`config.mk`:
```
export PLATFORM = sky130hd
export DESIGN_NAME = draw_sequencer
export DESIGN_NICKNAME = d
export VERILOG_FILES = /design/src/rtl/draw_sequencer.sv
export SDC_FILE = /design/constraint.sdc
export NUM_CORES = 1
export LEC_CHECK = 0
export ABC_AREA = 1
export CAP_MARGIN = 20
export CELL_PAD_IN_SITES_DETAIL_PLACEMENT = 1
export CELL_PAD_IN_SITES_GLOBAL_PLACEMENT = 1
export CORE_MARGIN = 2
export CORE_UTILIZATION = 20
export CTS_CLUSTER_DIAMETER = 200
export DETAILED_ROUTE_END_ITERATION = 7
export GPL_TIMING_DRIVEN = 0
export PLACE_DENSITY = 0.85
export SLEW_MARGIN = 40
export SYNTH_ARGS = -nofsm -noshare
export SYNTH_HDL_FRONTEND = slang
export SYNTH_SLANG_ARGS = --single-unit
```
`constraint.sdc`:
```
create_clock -name clk -period 2.1 [get_ports clk]
set_clock_uncertainty 0.1 [all_clocks]
set_input_delay 0.42 -clock clk [delete_from_list [all_inputs] [get_ports clk]]
set_output_delay 0.42 -clock clk [all_outputs]
set_load 0.02 [all_outputs]
```
`src/rtl/draw_sequencer.sv`:
```
// Round-robin sequencer sharing one VGA pixel port between drawing engines.
// Optional watchdog abort in RUN: define DRAW_WATCHDOG_EN.
module draw_sequencer #(
    parameter int NUM_ENG        = 3,
    parameter int TIMEOUT_CYCLES = 32768,
    localparam int IDW           = $clog2(NUM_ENG)
) (
    input  logic                 clk,
    input  logic                 rst_n,
    input  logic [NUM_ENG-1:0]   req,
    output logic [NUM_ENG-1:0]   ack,
    output logic [NUM_ENG-1:0]   eng_start,
    input  logic [NUM_ENG-1:0]   eng_done,
    input  logic [8*NUM_ENG-1:0] eng_x,
    input  logic [7*NUM_ENG-1:0] eng_y,
    input  logic [3*NUM_ENG-1:0] eng_colour,
    input  logic [NUM_ENG-1:0]   eng_plot,
    output logic [7:0]           vga_x,
    output logic [6:0]           vga_y,
    output logic [2:0]           vga_colour,
    output logic                 vga_plot,
    output logic                 busy,
    output logic [IDW-1:0]       cur_eng,
    output logic                 err
);

    typedef enum logic [1:0] {
        S_IDLE,
        S_RUN,
        S_RELEASE,
        S_ACK
    } state_t;

    state_t             state_q, state_d;
    logic [IDW-1:0]     cur_eng_q, cur_eng_d;
    logic [NUM_ENG-1:0] start_q, start_d;
    logic [NUM_ENG-1:0] ack_q, ack_d;
    logic               err_d;

    logic               gnt_found;
    logic [IDW-1:0]     gnt_idx;
    logic [IDW-1:0]     cand;
    int                 cur_i;
    logic               cur_done;

    assign cur_i    = int'(cur_eng_q);
    assign cur_done = eng_done[cur_eng_q];

    // Search starts just after the last grant so the previous owner goes last.
    always_comb begin
        gnt_found = 1'b0;
        gnt_idx   = cur_eng_q;
        cand      = '0;
        for (int k = 1; k <= NUM_ENG; k++) begin
            cand = IDW'((cur_i + k) % NUM_ENG);
            if (!gnt_found && req[cand]) begin
                gnt_found = 1'b1;
                gnt_idx   = cand;
            end
        end
    end

`ifdef DRAW_WATCHDOG_EN
    localparam logic [15:0] WD_LAST = 16'(TIMEOUT_CYCLES - 1);

    logic [15:0] wd_cnt_q, wd_cnt_d;
    logic        wd_fire;
    logic        err_q;

    assign wd_fire = (state_q == S_RUN) && !cur_done
                     && (wd_cnt_q == WD_LAST);

    always_comb begin
        wd_cnt_d = wd_cnt_q;
        if (state_q == S_IDLE) begin
            wd_cnt_d = '0;
        end else if (state_q == S_RUN) begin
            wd_cnt_d = wd_cnt_q + 16'd1;
        end
    end

    always_ff @(posedge clk or negedge rst_n) begin
        if (!rst_n) begin
            wd_cnt_q <= '0;
            err_q    <= 1'b0;
        end else begin
            wd_cnt_q <= wd_cnt_d;
            err_q    <= err_d;
        end
    end

    assign err = err_q;
`else
    logic        wd_fire;
    logic        unused_err_d;
    logic [31:0] unused_timeout;

    assign wd_fire        = 1'b0;
    assign err            = 1'b0;
    assign unused_err_d   = err_d;
    assign unused_timeout = 32'(TIMEOUT_CYCLES);
`endif

    always_comb begin
        state_d   = state_q;
        cur_eng_d = cur_eng_q;
        start_d   = start_q;
        ack_d     = '0;
        err_d     = 1'b0;
        unique case (state_q)
            S_IDLE: begin
                if (gnt_found) begin
                    state_d   = S_RUN;
                    cur_eng_d = gnt_idx;
                    start_d   = NUM_ENG'(1) << gnt_idx;
                end
            end
            S_RUN: begin
                if (cur_done || wd_fire) begin
                    state_d = S_RELEASE;
                    start_d = '0;
                    err_d   = wd_fire;
                end
            end
            S_RELEASE: begin
                if (!cur_done) begin
                    state_d = S_ACK;
                    ack_d   = NUM_ENG'(1) << cur_eng_q;
                end
            end
            S_ACK: begin
                state_d = S_IDLE;
            end
            default: begin
                state_d = S_IDLE;
                start_d = '0;
            end
        endcase
    end

    always_ff @(posedge clk or negedge rst_n) begin
        if (!rst_n) begin
            state_q   <= S_IDLE;
            cur_eng_q <= IDW'(NUM_ENG - 1);
            start_q   <= '0;
            ack_q     <= '0;
        end else begin
            state_q   <= state_d;
            cur_eng_q <= cur_eng_d;
            start_q   <= start_d;
            ack_q     <= ack_d;
        end
    end

    // Pixel path is a pure mux so engine timing reaches the adapter unchanged.
    always_comb begin
        vga_x      = '0;
        vga_y      = '0;
        vga_colour = '0;
        vga_plot   = 1'b0;
        if (state_q == S_RUN) begin
            vga_x      = eng_x[8*cur_i +: 8];
            vga_y      = eng_y[7*cur_i +: 7];
            vga_colour = eng_colour[3*cur_i +: 3];
            vga_plot   = eng_plot[cur_eng_q];
        end
    end

    assign eng_start = start_q;
    assign ack       = ack_q;
    assign busy      = (state_q != S_IDLE);
    assign cur_eng   = cur_eng_q;

endmodule
```
==> results_dict.tcl, run 1 <==
set metrics [dict create \
    status "finished with violations" \
    violations "DRC, setup timing" \
    r2r_cells 13 \
    netlist_instances 233 \
    antenna_found_initial 0 \
    overflow 0 \
    rsz0062_at_grt "yes" \
    grt_max_degree 13 \
    rrSetupSlack_ns 0.01 \
    yosys-top-cells-area "dfrtp_1 (17%), nand2_1 (17%), nor2_1 (14%)" \
    num_vias 2013 \
    die_height_um 85.8 \
    mostFrequentLayoutCell "clkdlybuf4s50_1" \
    clock_path_buffers 2 \
    peakVddDrop_uv 502 \
    synth.largest_area_cell "dfrtp_1" \
    nNetsFinal 425 \
    cts_root_buffer "clkbuf_8" \
    seq_area_frac_synth 0.188 \
    cp-end-kind "primary output" \
    die_w_um 85.8 \
    critPathKind "flop to primary output" \
    layout-drive-gt1-share 0.389 \
    drt-vias-per-instance 4.71 \
    internal_power_mw 2.20 \
    wl_um 6470 \
    final_cell_mix "clkdlybuf4s50_1 (71), nor2_1 (46), nand2_1 (36)" \
    core_um2 6420 \
    cp_common_cell "buf_6" \
    drv_cap 0 \
    slew-limit-headroom 0.667 \
    cp_max_fo 6 \
    synth_cell_type_count 27 \
    syn_avg_cell_area_um2 5.74 \
    hold_path_class "flop to flop" \
    min_to "eng_start[2]" \
    cp_data_arrival_time_ns 1.63 \
    clock_latency_ns 0.24 \
    numCtsBuffers 3 \
    worst_pin_slew_ns 0.498 \
    drc 2 \
    grt_usage 0.159 \
    critPathSlowestCell "dfstp_2" \
    ios 94 \
    dr.pass1.iters 6 \
    hold_violations 0 \
    ctsHoldBuffers 0 \
    crit_chain "inv_4 > nor2_4 > buf_6 > buf_6 > nand2_2 > a21oi_2 > buf_6" \
    path_buf_inv 4 \
    start_util 0.208 \
    crit_family "flip-flops" \
    timing.rr.start "cur_eng[0]" \
    syn_to_final_growth_pct 119 \
    post-route-util 0.457 \
    routedWlPerCell_um 15.1 \
    power.switching_mw 2.53 \
    first_global_vias 2126 \
    place_congestion 0.750 \
    setup_viol 10 \
    ys_ff_latch 10 \
    max_freq_ghz 0.465 \
    regToRegEndpoint "eng_start[1]" \
    n_antenna_cell 0 \
    hold_path_depth 2 \
    swShare 0.535 \
    combPwrFrac 0.873 \
    pwr-share-seq 0.074 \
    yosys_warnings 0 \
    finalMaxSlewViolations 0 \
    startpoint_type "flop" \
    critPathMaxStageDelay_ns 0.57 \
    clkPwrFrac 0.053 \
    ant_nets 0 \
    fillers 795 \
    cts_tree "built" \
    io_buffers 92 \
    dieArea_um2 7360 \
    synth_top_area_frac 0.168 \
    drtIter0Drc 37 \
    power_leakage_nw 1.29 \
    synthesis.nets 307 \
    power_mw 4.73 \
    fin_crit_sh 1.02 \
    htreeDepth 1 \
    power_density_nw_per_um2 1610 \
    clkTransAtPathRegs_ns 0.05 \
    hpwl_um 4410 \
    fp-row-count 29 \
    worst_ep_required_time_ns 1.58 \
    fin_crit_ns 2.15 \
    worst_slack_ns -0.0497 \
    hp-start "eng_start[2]" \
    netlist_area_um2 1340 \
    cts.sink_count 10 \
    grt_pass1_wl_um 9530 \
]
[layout make-up]
cell class,count,area [µm²],share of cell area
plain buffers,9,90.1,0.0307
flip-flops and latches,10,253,0.0861
well taps,77,96.3,0.0328
clock buffers,4,55.1,0.0188
inverters,19,92.6,0.0315
repair buffers,116,1110,0.377
multi-input cells,192,1240,0.423
[synth_stat cells (all sizes together)]
cell	count
nand2	66
buf	7
o21ai	25
ha	9
a21oi	19
clkinv	1
dfrtp	9
dfstp	1
inv	18
and2	1
clkbuf	5
conb	1
nor2	50
nand3	20
o2111ai	1
[worst reg2reg max path: stages, from the launching register on]
cell and delay, ns:
dfrtp_2 0.44, inv_2 0.08, clkbuf_16 0.16, ha_4 0.35, nand2_2 0.10, nand2_4 0.10, nand2_8 0.08, nand2_8 0.11
inv_6 0.04, o21ai_2 0.06, nand2_2 0.10, buf_4 0.14, nand3_2 0.06, nand2_2 0.05
[power by group through the flow]
| stage | sequential (mW) | clock, mW | combinational (mW) |
|---|---|---|---|
| finish | 0.348 | 0.251 | 4.13 |
| global route | 0.355 | 0.263 | 4.47 |
| CTS | 0.333 | 0.250 | 3.32 |
| detailed placement | 0.353 | 0 | 2.83 |
| global placement | 0.347 | 0 | 2.75 |
| floorplan | 0.387 | 0 | 1.82 |
[per-layer routing]
layer	global-route usage	vias up	share of wire
li1	-	977	-
met1	0.169	942	0.37
met4	0.0274	0	0.020
met5	0	-	0
met3	0.0472	13	0.075
met2	0.311	81	0.54
[worst max path at each step]
stage | slack [ns] | from | endpoint | cells after the start
2_1_floorplan | -0.002 | cur_eng[1] | vga_y[4] | 6
3_3_place_gp | -0.84 | state_q[1] | vga_y[4] | 7
3_5_place_dp | -0.89 | state_q[1] | vga_y[4] | 7
4_1_cts | -0.06 | cur_eng[1] | vga_y[3] | 7
5_1_grt | -0.12 | cur_eng[1] | vga_x[0] | 7
6_report | -0.05 | cur_eng[1] | vga_y[4] | 7
[per-stage QoR]
| stage | std cells | worst slack, ns | cell area (µm²) | hold WS, ns | TNS, ns |
|---|---|---|---|---|---|
| 2_1_floorplan | 233 | -0.00195 | 1370 | 0.0244 | -0.00390 |
| 6_report | 427 | -0.0497 | 2940 | 0.378 | -0.275 |
| 3_5_place_dp | 402 | -0.889 | 2390 | 0.376 | -13.34 |
| 5_1_grt | 427 | -0.121 | 2940 | 0.418 | -1.55 |
| 4_1_cts | 417 | -0.0615 | 2640 | 0.389 | -0.329 |
| 3_3_place_gp | 402 | -0.843 | 2390 | 0.366 | -11.85 |
[what timing repair did]
action,CTS,global route
cloned,2,0
setup endpoints to repair,27,26
buffers inserted,10,12
pin swaps,10,15
gates resized for setup,132,72
[flip-flops by register name, summed over array words and instances (netlist names)]
signal	cells
ack	3
state_q	2
eng_start	3
cur_eng	2
[logic make-up after synthesis]
| group | after synthesis | share of synthesized area |
|---|---|---|
| and+or+nand+nor | 137 | 0.448 |
| AOI/OAI and AO/OA | 45 | 0.174 |
| buffers and inverters | 31 | 0.103 |
| DFF | 10 | 0.188 |
| adders and majority gates | 9 | 0.0842 |
| other | 1 | 0.00280 |
Power figures use the tool's default switching activity.
==> inputs of run 2 (changes only) <==
--- a/config.mk
+++ b/config.mk
@@ -15,6 +15,7 @@
 export DETAILED_ROUTE_END_ITERATION = 7
 export GPL_TIMING_DRIVEN = 0
 export PLACE_DENSITY = 0.85
+export RECOVER_POWER = 25
 export SLEW_MARGIN = 40
 export SYNTH_ARGS = -nofsm -noshare
 export SYNTH_HDL_FRONTEND = slang
==> run 2 against run 1 <==
Net effect: the run still ends with DRC, setup timing left; fmax unchanged; die area unchanged; register-to-register slack barely moved; sequential power hardly changed; largest power group unchanged.
==> results_dict.tcl, run 2 (same netlist as run 1, synthesis figures left out) <==
set metrics [dict create \
    grt_usage 0.159 \
    critPathMaxStageDelay_ns 0.57 \
    numCtsBuffers 3 \
    worst_slack_ns -0.0497 \
    critPathSlowestCell "dfstp_2" \
    mostFrequentLayoutCell "clkdlybuf4s50_1" \
    io_buffers 92 \
    cp-end-kind "primary output" \
    max_freq_ghz 0.465 \
    n_antenna_cell 0 \
    wl_um 6470 \
    rsz0062_at_grt "yes" \
    power_density_nw_per_um2 1610 \
    dpl_cell_area_um2 2390 \
    hold_violations 0 \
    peakVddDrop_uv 502 \
    ctsHoldBuffers 0 \
    cp_common_cell "buf_6" \
    slew-limit-headroom 0.664 \
    place_congestion 0.750 \
    hold_path_class "flop to flop" \
    overflow 0 \
    worst_ep_required_time_ns 1.58 \
    dieArea_um2 7360 \
    grt_max_degree 13 \
    drtIter0Drc 37 \
    grt_pass1_wl_um 9530 \
    htreeDepth 1 \
    fin_crit_ns 2.15 \
    nNetsFinal 425 \
    cts_tree "built" \
    startpoint_type "flop" \
    syn_to_final_growth_pct 119 \
    fin_crit_sh 1.02 \
    die_w_um 85.8 \
    clkTransAtPathRegs_ns 0.05 \
    drv_cap 0 \
    violations "DRC, setup timing" \
    critPathKind "flop to primary output" \
    cp_data_arrival_time_ns 1.63 \
    cp_max_fo 6 \
    finalMaxSlewViolations 0 \
    num_vias 2013 \
    crit_chain "inv_4 > nor2_4 > buf_6 > buf_6 > nand2_2 > a21oi_2 > buf_6" \
    clock_latency_ns 0.24 \
    drt-vias-per-instance 4.71 \
    antenna_found_initial 0 \
    ios 94 \
    start_util 0.208 \
    die_height_um 85.8 \
    power_mw 4.73 \
    layout-drive-gt1-share 0.389 \
    clock_path_buffers 2 \
    cts_root_buffer "clkbuf_8" \
    setup_viol 10 \
    status "finished with violations" \
    ant_nets 0 \
    first_global_vias 2126 \
    dr.pass1.iters 6 \
    worst_pin_slew_ns 0.503 \
    power_leakage_nw 1.29 \
    hpwl_um 4410 \
    core_um2 6420 \
    fp-row-count 29 \
    routedWlPerCell_um 15.1 \
    fillers 795 \
    final_cell_mix "clkdlybuf4s50_1 (70), nor2_1 (46), nand2_1 (36)" \
    cts.sink_count 10 \
    drc 2 \
    fin_area_um2 2940 \
]
[run 2: cell count changes in the layout (fill, tap and decap cells not counted), sizes merged]
| cell | delta |
|---|---|
| clkdlybuf4s50 | -1 |
| dlygate4sd3 | +1 |
[run 2: timing repair]
| action | in CTS | in global routing |
|---|---|---|
| endpoints found under the setup margin | 27 | 26 |
| gates cloned | 2 | 0 |
| setup buffers | 10 | 12 |
| resized for setup | 132 | 72 |
| pin swaps | 10 | 15 |
[run 2: layout make-up]
cell class | count | area, µm² | share of cell area
tap | 77 | 96.3 | 0.0328
sequential | 10 | 253 | 0.0861
timing repair buffer | 116 | 1110 | 0.377
inverter | 19 | 92.6 | 0.0315
clock buffer | 4 | 55.1 | 0.0188
buffer | 9 | 90.1 | 0.0307
multi-input combinational | 192 | 1240 | 0.423
[run 2: stage by stage]
| step | utilization | cells | hold slack (ns) | worst slack (ns) | setup TNS (ns) |
|---|---|---|---|---|---|
| after floorplan | - | 233 | 0.0244 | -0.00195 | -0.00390 |
| after global placement | 0.372 | 402 | 0.366 | -0.843 | -11.85 |
| after detailed placement | 0.372 | 402 | 0.376 | -0.889 | -13.34 |
| after CTS | 0.411 | 417 | 0.389 | -0.0615 | -0.329 |
| after global routing | 0.457 | 427 | 0.418 | -0.121 | -1.55 |
| final | 0.457 | 427 | 0.378 | -0.0497 | -0.275 |
[run 2: power breakdown]
| group | internal [mW] | switching, mW |
|---|---|---|
| Combinational | 1.76 | 2.37 |
| Clock | 0.166 | 0.0858 |
| Sequential | 0.274 | 0.0742 |
[run 2: path summary, 6_finish.rpt]
| path | start | to | slack, ns | cells after the start |
|---|---|---|---|---|
| max | cur_eng[1] | vga_y[4] | -0.05 | 7 |
| min | eng_start[2] | eng_start[2] | 0.38 | 2 |
| max reg2reg | cur_eng[0] | eng_start[1] | 0.01 | 13 |
| min reg2reg | eng_start[2] | eng_start[2] | 0.38 | 2 |
| max in group asynchronous | rst_n | cur_eng[0] | 1.05 | 1 |
| min in group asynchronous | rst_n | ack[0] | 0.48 | 1 |
[run 2: routing by layer]
layer  vias up  GRT usage  share of wire
li1        977          -              -
met5         -          0              0
met2        81      0.311           0.54
met1       942      0.169           0.37
met3        13     0.0472          0.075
met4         0     0.0274          0.020
[run 2: critical path, delay by kind of cell, from the launching register on]
kind                   cells  cell delay, ns
AO/OA/AOI/OAI              1            0.15
flip-flops                 1            0.57
buffers and inverters      4            0.49
AND/OR/NAND/NOR            2            0.17
==> inputs of run 3 (changes only) <==
==> constraint.sdc (replaced) <==
create_clock -name clk -period 2.1 [get_ports clk]
set_clock_uncertainty 0.1 [all_clocks]
set_input_delay 0.42 -clock clk [delete_from_list [all_inputs] [get_ports clk]]
set_output_delay 0.42 -clock clk [all_outputs]
set_load 0.05 [all_outputs]
==> run 3 against run 2 <==
Net effect: largest power group unchanged; setup slack worse by 0.10 ns; flip-flop and latch count stayed put; fmax is 4.6% lower; via count is 0.65% lower; power is 15% higher; sequential share of layout area is 0.35 points lower; design area is 6.3% higher; the run still ends with DRC, setup timing left; count of clock-buffer cells in the layout stayed put; first-iteration DRC count is 95% higher; global-route usage is 0.55 points higher.
==> results_dict.tcl, run 3 (same netlist as run 1, synthesis figures left out) <==
set metrics [dict create \
    die_height_um 85.8 \
    cp-end-kind "flop" \
    final_cell_mix "clkdlybuf4s50_1 (69), nor2_1 (46), nand2_1 (32)" \
    rsz0062_at_grt "yes" \
    setup_viol 24 \
    critPathMaxStageDelay_ns 0.66 \
    rrSetupSlack_ns -0.15 \
    dieArea_um2 7360 \
    syn_to_final_growth_pct 133 \
    hpwl_um 4580 \
    cp_common_cell "nand3_1" \
    peakVddDrop_uv 632 \
    cts_root_buffer "clkbuf_8" \
    first_global_vias 2155 \
    hold_violations 0 \
    htreeDepth 1 \
    critPathKind "flop to flop" \
    crit_end "eng_start[1]" \
    antenna_found_initial 0 \
    grt_pass1_wl_um 9890 \
    ctsHoldBuffers 0 \
    dp.cells 402 \
    top_layer_used "met4" \
    timing.rr.start "cur_eng[1]" \
    grt_usage 0.165 \
    fin_crit_sh 1.07 \
    cts_tree "built" \
    status "finished with violations" \
    drtIter0Drc 72 \
    die_w_um 85.8 \
    wl_met3_um 443 \
    crit_chain "inv_6 > buf_4 > ha_1 > inv_1 > nand3_1 > nand2_4 > o21ai_4 > nor2_1 > nand3_1 > nand2_1" \
    cp_max_fo 5 \
    cp_data_arrival_time_ns 2.32 \
    n_antenna_cell 0 \
    max_freq_ghz 0.444 \
    path_depth 10 \
    post-route-util 0.486 \
    cts.sink_count 10 \
    power_density_nw_per_um2 1750 \
    critPathSlowestCell "dfstp_4" \
    finalMaxSlewViolations 0 \
    place_congestion 0.829 \
    violations "DRC, setup timing" \
    clock_path_buffers 2 \
    layout-drive-gt1-share 0.408 \
    start_util 0.208 \
    r2r_cells 10 \
    mostFrequentLayoutCell "clkdlybuf4s50_1" \
    ant_nets 0 \
    seqCellArea_um2 258 \
    wl_um 6650 \
    tns_ns -1.93 \
    num_vias 2000 \
    slew-limit-headroom 0.667 \
    ios 94 \
    worst_ep_required_time_ns 2.17 \
    numCtsBuffers 3 \
    hp-start "eng_start[1]" \
    route.met2.wl_um 3760 \
    nNetsFinal 423 \
    routedWlPerCell_um 15.6 \
    worst_slack_ns -0.154 \
    instances_no_fill 425 \
    clkTransAtPathRegs_ns 0.05 \
    wirelength_met1_um 2410 \
    grt_max_degree 11 \
    path_buf_inv 3 \
    drt-vias-per-instance 4.71 \
    hold_path_class "flop to flop" \
    startpoint_type "flop" \
    core_um2 6420 \
    critPathLaunch "cur_eng[1]" \
    dr.pass1.iters 8 \
    crit_family "simple AND/OR/NAND/NOR gates" \
    fillers 770 \
    io_buffers 92 \
    multi_input_area_um2 1350 \
    overflow 0 \
    fp-row-count 29 \
    regToRegEndpoint "eng_start[1]" \
    clock_latency_ns 0.24 \
    drv_cap 0 \
    fin_crit_ns 2.25 \
    power_leakage_nw 1.33 \
    worst_pin_slew_ns 0.498 \
    drc 6 \
]
run 3: metrics by stage:
step	hold slack [ns]	instance area [µm²]	worst slack, ns	total power [mW]
finish	0.399	3120	-0.154	5.46
global route	0.425	3120	-0.234	5.82
CTS	0.377	2890	-0.133	4.83
detailed placement	0.366	2560	-0.785	3.95
global placement	0.359	2560	-0.748	3.85
floorplan	0.0244	1540	-0.0151	2.97
run 3: final cells by class:
cell class | instances | area share
plain buffers | 11 | 0.0441
clock buffers | 4 | 0.0176
inverters | 19 | 0.0293
multi-input cells | 192 | 0.431
flip-flops and latches | 10 | 0.0826
well taps | 77 | 0.0309
repair buffers | 112 | 0.364
run 3: power by group:
part	internal (mW)	switching (mW)
Clock	0.165	0.0751
Combinational	1.90	2.94
Sequential	0.283	0.0997
Total	2.35	3.12
run 3: worst register-to-register path: stages (launching register included):
cell	delay, ns
dfstp_4	0.66
inv_6	0.05
buf_4	0.14
ha_1	0.21
inv_1	0.13
nand3_1	0.14
nand2_4	0.14
o21ai_4	0.08
nor2_1	0.28
nand3_1	0.14
nand2_1	0.10
run 3: timing repair:
item / in CTS / in global routing
setup buffers: 14 / 4
resized for setup: 179 / 57
gates cloned: 2 / 1
pin swaps: 10 / 20
setup endpoints to repair: 28 / 26
run 3: layer usage:
layer | track usage | up-vias
met1 | 0.173 | 957
met2 | 0.337 | 70
met4 | 0.0202 | 0
met3 | 0.0375 | 5
li1 | - | 968
met5 | 0 | -
run 3: worst min path at each step:
stage                     cells past startpoint  slack (ns)           end
after floorplan                               0        0.02        ack[0]
after global placement                        2        0.36  eng_start[1]
after detailed placement                      2        0.37  eng_start[0]
after CTS                                     2        0.38  eng_start[0]
after global routing                          2        0.42  eng_start[1]
final                                         2        0.40  eng_start[1]
